`src/rtl/xillybus_wrapper_sdiv_pkg.sv`:
```
// rtl/xillybus_wrapper_sdiv_pkg.sv - shared widths, state encoding and saturation limits for the divider
package xillybus_wrapper_sdiv_pkg;

    localparam int DIVIDEND_W = 30;
    localparam int DIVISOR_W  = 15;
    localparam int QUOT_W     = 15;
    localparam int REM_W      = 16;
    localparam int CNT_W      = 5;

    localparam int QMAX = 16383;
    localparam int QMIN = -16384;

    typedef enum logic [1:0] {
        S_IDLE = 2'd0,
        S_CALC = 2'd1,
        S_FIX  = 2'd2,
        S_DONE = 2'd3
    } state_t;

endpackage

```
`src/rtl/xillybus_wrapper_sdiv_step.sv`:
```
// rtl/xillybus_wrapper_sdiv_step.sv - one restoring-division step: shift in a dividend bit, trial-subtract
module xillybus_wrapper_sdiv_step #(
    parameter int REM_W     = 16,
    parameter int DIVISOR_W = 15
) (
    input  logic [REM_W-1:0]     prem_in,
    input  logic                 din_bit,
    input  logic [DIVISOR_W-1:0] divisor,
    output logic [REM_W-1:0]     prem_out,
    output logic                 q_bit
);

    localparam int SW = REM_W + 1;

    logic [SW-1:0] shifted;
    logic [SW-1:0] diff;

    // Trial subtract; the borrow out of the widened difference decides the quotient bit
    always_comb begin
        shifted  = {prem_in, din_bit};
        diff     = shifted - SW'(divisor);
        q_bit    = ~diff[SW-1];
        prem_out = q_bit ? diff[REM_W-1:0] : shifted[REM_W-1:0];
    end

endmodule

```
`src/rtl/xillybus_wrapper_sdiv.sv`:
```
// rtl/xillybus_wrapper_sdiv.sv - multi-cycle signed-by-unsigned restoring divider with ap_* handshake
module xillybus_wrapper_sdiv #(
    parameter int DIVIDEND_W = xillybus_wrapper_sdiv_pkg::DIVIDEND_W,
    parameter int DIVISOR_W  = xillybus_wrapper_sdiv_pkg::DIVISOR_W,
    parameter int QUOT_W     = xillybus_wrapper_sdiv_pkg::QUOT_W,
    parameter int REM_W      = xillybus_wrapper_sdiv_pkg::REM_W
) (
    input  logic                  ap_clk,
    input  logic                  ap_rst,
    input  logic                  ap_start,
    output logic                  ap_ready,
    output logic                  ap_idle,
    output logic                  ap_done,
    input  logic [DIVIDEND_W-1:0] din0,
    input  logic [DIVISOR_W-1:0]  din1,
    output logic [QUOT_W-1:0]     dout,
    output logic [REM_W-1:0]      rem,
    output logic                  ovf,
    output logic                  dz
);

    import xillybus_wrapper_sdiv_pkg::*;

    state_t                  state_q, state_d;
    logic [CNT_W-1:0]        cnt_q, cnt_d;
    // Dividend magnitude; quotient bits shift in at the bottom as dividend bits leave the top
    logic [DIVIDEND_W-1:0]   mag_q, mag_d;
    logic [REM_W-1:0]        prem_q, prem_d;
    logic [DIVISOR_W-1:0]    div_q, div_d;
    logic                    sign_q, sign_d;
    logic                    dzf_q, dzf_d;
    logic [QUOT_W-1:0]       dout_q, dout_d;
    logic [REM_W-1:0]        rem_q, rem_d;
    logic                    ovf_q, ovf_d;
    logic                    dz_q, dz_d;
    logic                    ap_done_q, ap_done_d;

    logic [REM_W-1:0]        step_prem;
    logic                    step_q;

    xillybus_wrapper_sdiv_step #(
        .REM_W     (REM_W),
        .DIVISOR_W (DIVISOR_W)
    ) u_step (
        .prem_in  (prem_q),
        .din_bit  (mag_q[DIVIDEND_W-1]),
        .divisor  (div_q),
        .prem_out (step_prem),
        .q_bit    (step_q)
    );

    assign ap_idle  = (state_q == S_IDLE);
    assign ap_ready = ap_start && (state_q == S_IDLE);
    assign ap_done  = ap_done_q;
    assign dout     = dout_q;
    assign rem      = rem_q;
    assign ovf      = ovf_q;
    assign dz       = dz_q;

    // Next-state and datapath: capture, iterate, sign-fix/saturate, then signal completion
    always_comb begin
        state_d   = state_q;
        cnt_d     = cnt_q;
        mag_d     = mag_q;
        prem_d    = prem_q;
        div_d     = div_q;
        sign_d    = sign_q;
        dzf_d     = dzf_q;
        dout_d    = dout_q;
        rem_d     = rem_q;
        ovf_d     = ovf_q;
        dz_d      = dz_q;
        ap_done_d = 1'b0;

        case (state_q)
            S_IDLE: begin
                if (ap_start) begin
                    mag_d   = din0[DIVIDEND_W-1] ? -din0 : din0;
                    sign_d  = din0[DIVIDEND_W-1];
                    div_d   = din1;
                    prem_d  = '0;
                    cnt_d   = '0;
                    dzf_d   = (din1 == '0);
                    state_d = (din1 == '0) ? S_FIX : S_CALC;
                end
            end
            S_CALC: begin
                prem_d = step_prem;
                mag_d  = {mag_q[DIVIDEND_W-2:0], step_q};
                if (cnt_q == CNT_W'(DIVIDEND_W - 1)) begin
                    state_d = S_FIX;
                end else begin
                    cnt_d = cnt_q + 1'b1;
                end
            end
            S_FIX: begin
                state_d = S_DONE;
                dz_d    = dzf_q;
                if (dzf_q) begin
                    dout_d = sign_q ? QUOT_W'(QMIN) : QUOT_W'(QMAX);
                    rem_d  = '0;
                    ovf_d  = 1'b0;
                end else begin
                    rem_d = sign_q ? -prem_q : prem_q;
                    if (sign_q) begin
                        ovf_d  = (mag_q > DIVIDEND_W'(-QMIN));
                        dout_d = ovf_d ? QUOT_W'(QMIN) : -mag_q[QUOT_W-1:0];
                    end else begin
                        ovf_d  = (mag_q > DIVIDEND_W'(QMAX));
                        dout_d = ovf_d ? QUOT_W'(QMAX) : mag_q[QUOT_W-1:0];
                    end
                end
            end
            S_DONE: begin
                ap_done_d = 1'b1;
                state_d   = S_IDLE;
            end
            default: state_d = S_IDLE;
        endcase
    end

    // State and result registers with synchronous active-high reset
    always_ff @(posedge ap_clk) begin
        if (ap_rst) begin
            state_q   <= S_IDLE;
            cnt_q     <= '0;
            mag_q     <= '0;
            prem_q    <= '0;
            div_q     <= '0;
            sign_q    <= 1'b0;
            dzf_q     <= 1'b0;
            dout_q    <= '0;
            rem_q     <= '0;
            ovf_q     <= 1'b0;
            dz_q      <= 1'b0;
            ap_done_q <= 1'b0;
        end else begin
            state_q   <= state_d;
            cnt_q     <= cnt_d;
            mag_q     <= mag_d;
            prem_q    <= prem_d;
            div_q     <= div_d;
            sign_q    <= sign_d;
            dzf_q     <= dzf_d;
            dout_q    <= dout_d;
            rem_q     <= rem_d;
            ovf_q     <= ovf_d;
            dz_q      <= dz_d;
            ap_done_q <= ap_done_d;
        end
    end

endmodule

```
`config.mk`:
```
export PLATFORM = sky130hd
export DESIGN_NAME = xillybus_wrapper_sdiv
export DESIGN_NICKNAME = d
export VERILOG_FILES = /design/src/rtl/xillybus_wrapper_sdiv_pkg.sv /design/src/rtl/xillybus_wrapper_sdiv_step.sv /design/src/rtl/xillybus_wrapper_sdiv.sv
export SDC_FILE = /design/constraint.sdc
export NUM_CORES = 1
export LEC_CHECK = 0
export CORE_MARGIN = 10
export CORE_UTILIZATION = 53
export DETAILED_ROUTE_END_ITERATION = 7
export GPL_ROUTABILITY_DRIVEN = 0
export PLACE_DENSITY = 0.75
export SLEW_MARGIN = 25
export SYNTH_ARGS = -nofsm -noshare
export SYNTH_HDL_FRONTEND = slang
export SYNTH_SLANG_ARGS = --single-unit
```
`constraint.sdc`:
```
create_clock -name ap_clk -period 3.5 [get_ports ap_clk]
set_input_delay 0.7 -clock ap_clk [delete_from_list [all_inputs] [get_ports ap_clk]]
set_output_delay 0.7 -clock ap_clk [all_outputs]
set_load 0.005 [all_outputs]
```
==> insert_results.sql <==
INSERT INTO impl_metrics (metric_group, metric, value, unit) VALUES
('run_status', 'run_status', 'finished, final reports clean', ''),
('clock_tree', 'postCtsSetupBuffers', '0', ''),
('min_path', 'worst_hold_startpoint', 'div_q[13]', ''),
('min_path', 'holdPathEnd', 'div_q[13]', ''),
('die', 'die_area', '16900', 'um^2'),
('timing', 'finalCriticalPeriod', '3110', 'ps'),
('min_path', 'min_path_type', 'flip-flop to flip-flop', ''),
('finish', 'post-route-cell-area', '7620', 'um^2'),
('detailed_routing', 'detailroute.via_count', '6164', ''),
('synthesis', 'most_instantiated_flip_flop_cell_in_the_synthesis_netlist', 'sky130_fd_sc_hd__dfxtp_1', ''),
('finish', 'antennaDiodeCount', '0', ''),
('timing', 'setup_repair_after_global_routing_missed_its_margin', 'no', ''),
('finish', 'nets', '972', ''),
('timing', 'max_clock_freq', '321', 'MHz'),
('detailed_routing', 'detail-route-antenna-nets', '0', ''),
('timing', 'report.final.setup_viol', '0', ''),
('clock_tree', 'max-clock-path-buffers', '2', ''),
('timing', 'slew-limit-headroom', '0.455', ''),
('critical_path', 'r2r.worst_path.cells', '11', ''),
('critical_path', 'timing.setup.critical_path_class', 'flip-flop to flip-flop', ''),
('finish', 'layout_commonest_cell', 'sky130_fd_sc_hd__nand2_1', ''),
('clock_tree', 'clock_tree.root_cell', 'sky130_fd_sc_hd__clkbuf_16', ''),
('timing', 'timing_max_transition_violations_final', '0', ''),
('synthesis', 'post_synth_inst_count', '837', ''),
('power_and_ir_drop', 'p_per_area', '761', 'nW/um^2'),
('placement', 'hpwlAfterDp', '12500', 'um'),
('clock_tree', 'number_of_buffers_added_by_the_clock_tree_synthesis_step', '9', ''),
('clock_tree', 'cts_htree_levels', '3', ''),
('power_and_ir_drop', 'leakagePower', '2.84', 'nW'),
('grt', 'grt_pass1_wl', '27100', 'um'),
('finish', 'fill_cells', '1072', ''),
('timing', 'worst_slack', '389', 'ps'),
('finish', 'layout-drive-gt1-share', '0.0487', ''),
('grt', 'number_of_global_route_vias_before_repair', '5741', ''),
('clock_tree', 'cts_hold_buf', '0', ''),
('timing', 'final_count_of_hold_timing_violations', '0', ''),
('synthesis', 'share_of_synthesized_flip_flops_with_an_asynchronous_set_or_reset', '0', ''),
('detailed_routing', 'first_pass_iters', '5', ''),
('synthesis', 'synthesis.area', '6400', 'um^2'),
('critical_path', 'crit_path_end_kind', 'flip-flop', ''),
('critical_path', 'worst-r2r-setup-slack', '390', 'ps'),
('synthesis', 'ys_seq_area_frac', '0.325', ''),
('die', 'die_width', '130', 'um'),
('grt', 'grt_antenna_before_repair', '0', ''),
('clock_tree', 'clock_tree_from_tritoncts', 'yes', ''),
('placement', 'port_buffers', '83', ''),
('critical_path', 'critical_path.startpoint_type', 'flip-flop', ''),
('placement', 'dp_slack', '51.2', 'ps'),
('grt', 'grt_usage', '0.193', ''),
('grt', 'globalRouteOverflowTotal', '0', ''),
('placement', 'place_area', '7340', 'um^2'),
('grt', 'grt_max_degree', '51', ''),
('critical_path', 'crit_arrival', '3380', 'ps'),
('synthesis', 'avgSynthCellArea', '7.65', 'um^2'),
('detailed_routing', 'post_drt_via_cell_ratio', '5.86', ''),
('synthesis', 'synth_seq_cells', '104', ''),
('clock_tree', 'clkTransAtPathRegs', '60', 'ps'),
('die', 'num_rows', '40', ''),
('finish', 'areaGrowthSynthToFinish', '19.0', '%'),
('synthesis', 'synth-edff-count', '0', ''),
('power_and_ir_drop', 'irDropWorstVdd', '0.344', 'mV'),
('timing', 'worst_pin_slew', '815', 'ps'),
('finish', 'area_used_by_multi_input_combinational_logic', '4020', 'um^2'),
('synthesis', 'ys.warnings.count', '0', ''),
('finish', 'utilization', '0.640', ''),
('critical_path', 'critical_path_required', '3770', 'ps'),
('timing', 'timing.final.crit_share', '0.889', ''),
('die', 'coreArea', '11900', 'um^2'),
('job', 'max_cap_violations', '0', ''),
('clock_tree', 'ctsResizeCount', '0', ''),
('synthesis', 'netlist-cell-type-count', '61', '');
[area by class of cell]
| class | instances | share of cell area |
|---|---|---|
| inverters | 30 | 0.0148 |
| repair buffers | 99 | 0.124 |
| well taps | 147 | 0.0241 |
| clock buffers | 14 | 0.0347 |
| multi-input cells | 655 | 0.527 |
| clock inverters | 2 | 0.00181 |
| flip-flops and latches | 104 | 0.273 |
[cell usage after synthesis (all sizes together) (16+ instances only)]
cell / n / area [um^2]
a211oi: 17 / 138
mux2i: 16 / 160
xor2: 33 / 289
ha: 24 / 300
clkbuf: 41 / 154
o21ai: 55 / 275
nand2: 117 / 439
nand2b: 18 / 113
xnor2: 24 / 210
dfxtp: 104 / 2080
nor2: 78 / 293
nor3: 27 / 135
inv: 29 / 109
a21oi: 76 / 380
[how the worst max path moves through the flow]
stage	slack, ps	from	depth (start not counted)	end
2_1_floorplan	690	din0[12]	6	mag_q[25]
3_3_place_gp	130	din0[12]	7	mag_q[25]
3_5_place_dp	50	din0[12]	7	mag_q[25]
4_1_cts	410	mag_q[29]	11	mag_q[0]
5_1_grt	120	prem_q[0]	10	mag_q[0]
6_report	390	mag_q[29]	11	mag_q[0]
[stage by stage]
step | hold slack, ps | std cells
after CTS | 460 | 1051
after floorplan | 436 | 837
after global routing | 481 | 1051
final | 459 | 1051
after global placement | 449 | 1035
after detailed placement | 451 | 1035
[report_power, final]
group	switching, mW	internal [mW]
Clock	0.425	0.522
Sequential	0.303	1.48
Combinational	1.77	1.30
Total	2.50	3.30
[registers in the layout, summed over array words and instances, names as in the netlist]
signal,cells
cnt_q,5
dz,1
ovf,1
prem_q,16
dzf_q,1
sign_q,1
ap_done,1
rem,16
mag_q,30
dout,15
state_q,2
div_q,15
[logic make-up after synthesis]
family,share of synthesized area
buffers and inverters,0.0477
flip-flops,0.325
multiplexers,0.0338
AO/OA/AOI/OAI,0.219
XOR/XNOR,0.0780
adder cells (fa/ha/maj),0.0500
AND/OR/NAND/NOR,0.246
[metal layers]
metal  up-vias  routed length [um]  global-route usage
met5         -                   0                   0
met4         0                 313              0.0675
li1       3111                   -                   -
met2       169                7450               0.306
met3        16                 965              0.0414
met1      2868                7670               0.255
[critical path: stages (launching register included)]
cell and delay, ps:
sky130_fd_sc_hd__dfxtp_1 340, sky130_fd_sc_hd__inv_1 70, sky130_fd_sc_hd__ha_1 210, sky130_fd_sc_hd__fa_1 410, sky130_fd_sc_hd__nand2b_1 180, sky130_fd_sc_hd__a21oi_1 210
sky130_fd_sc_hd__a21oi_1 210, sky130_fd_sc_hd__a311oi_1 520, sky130_fd_sc_hd__nand2_1 100, sky130_fd_sc_hd__buf_4 230, sky130_fd_sc_hd__mux2_2 280, sky130_fd_sc_hd__a211oi_1 230
(Power assumes the default switching activity.)
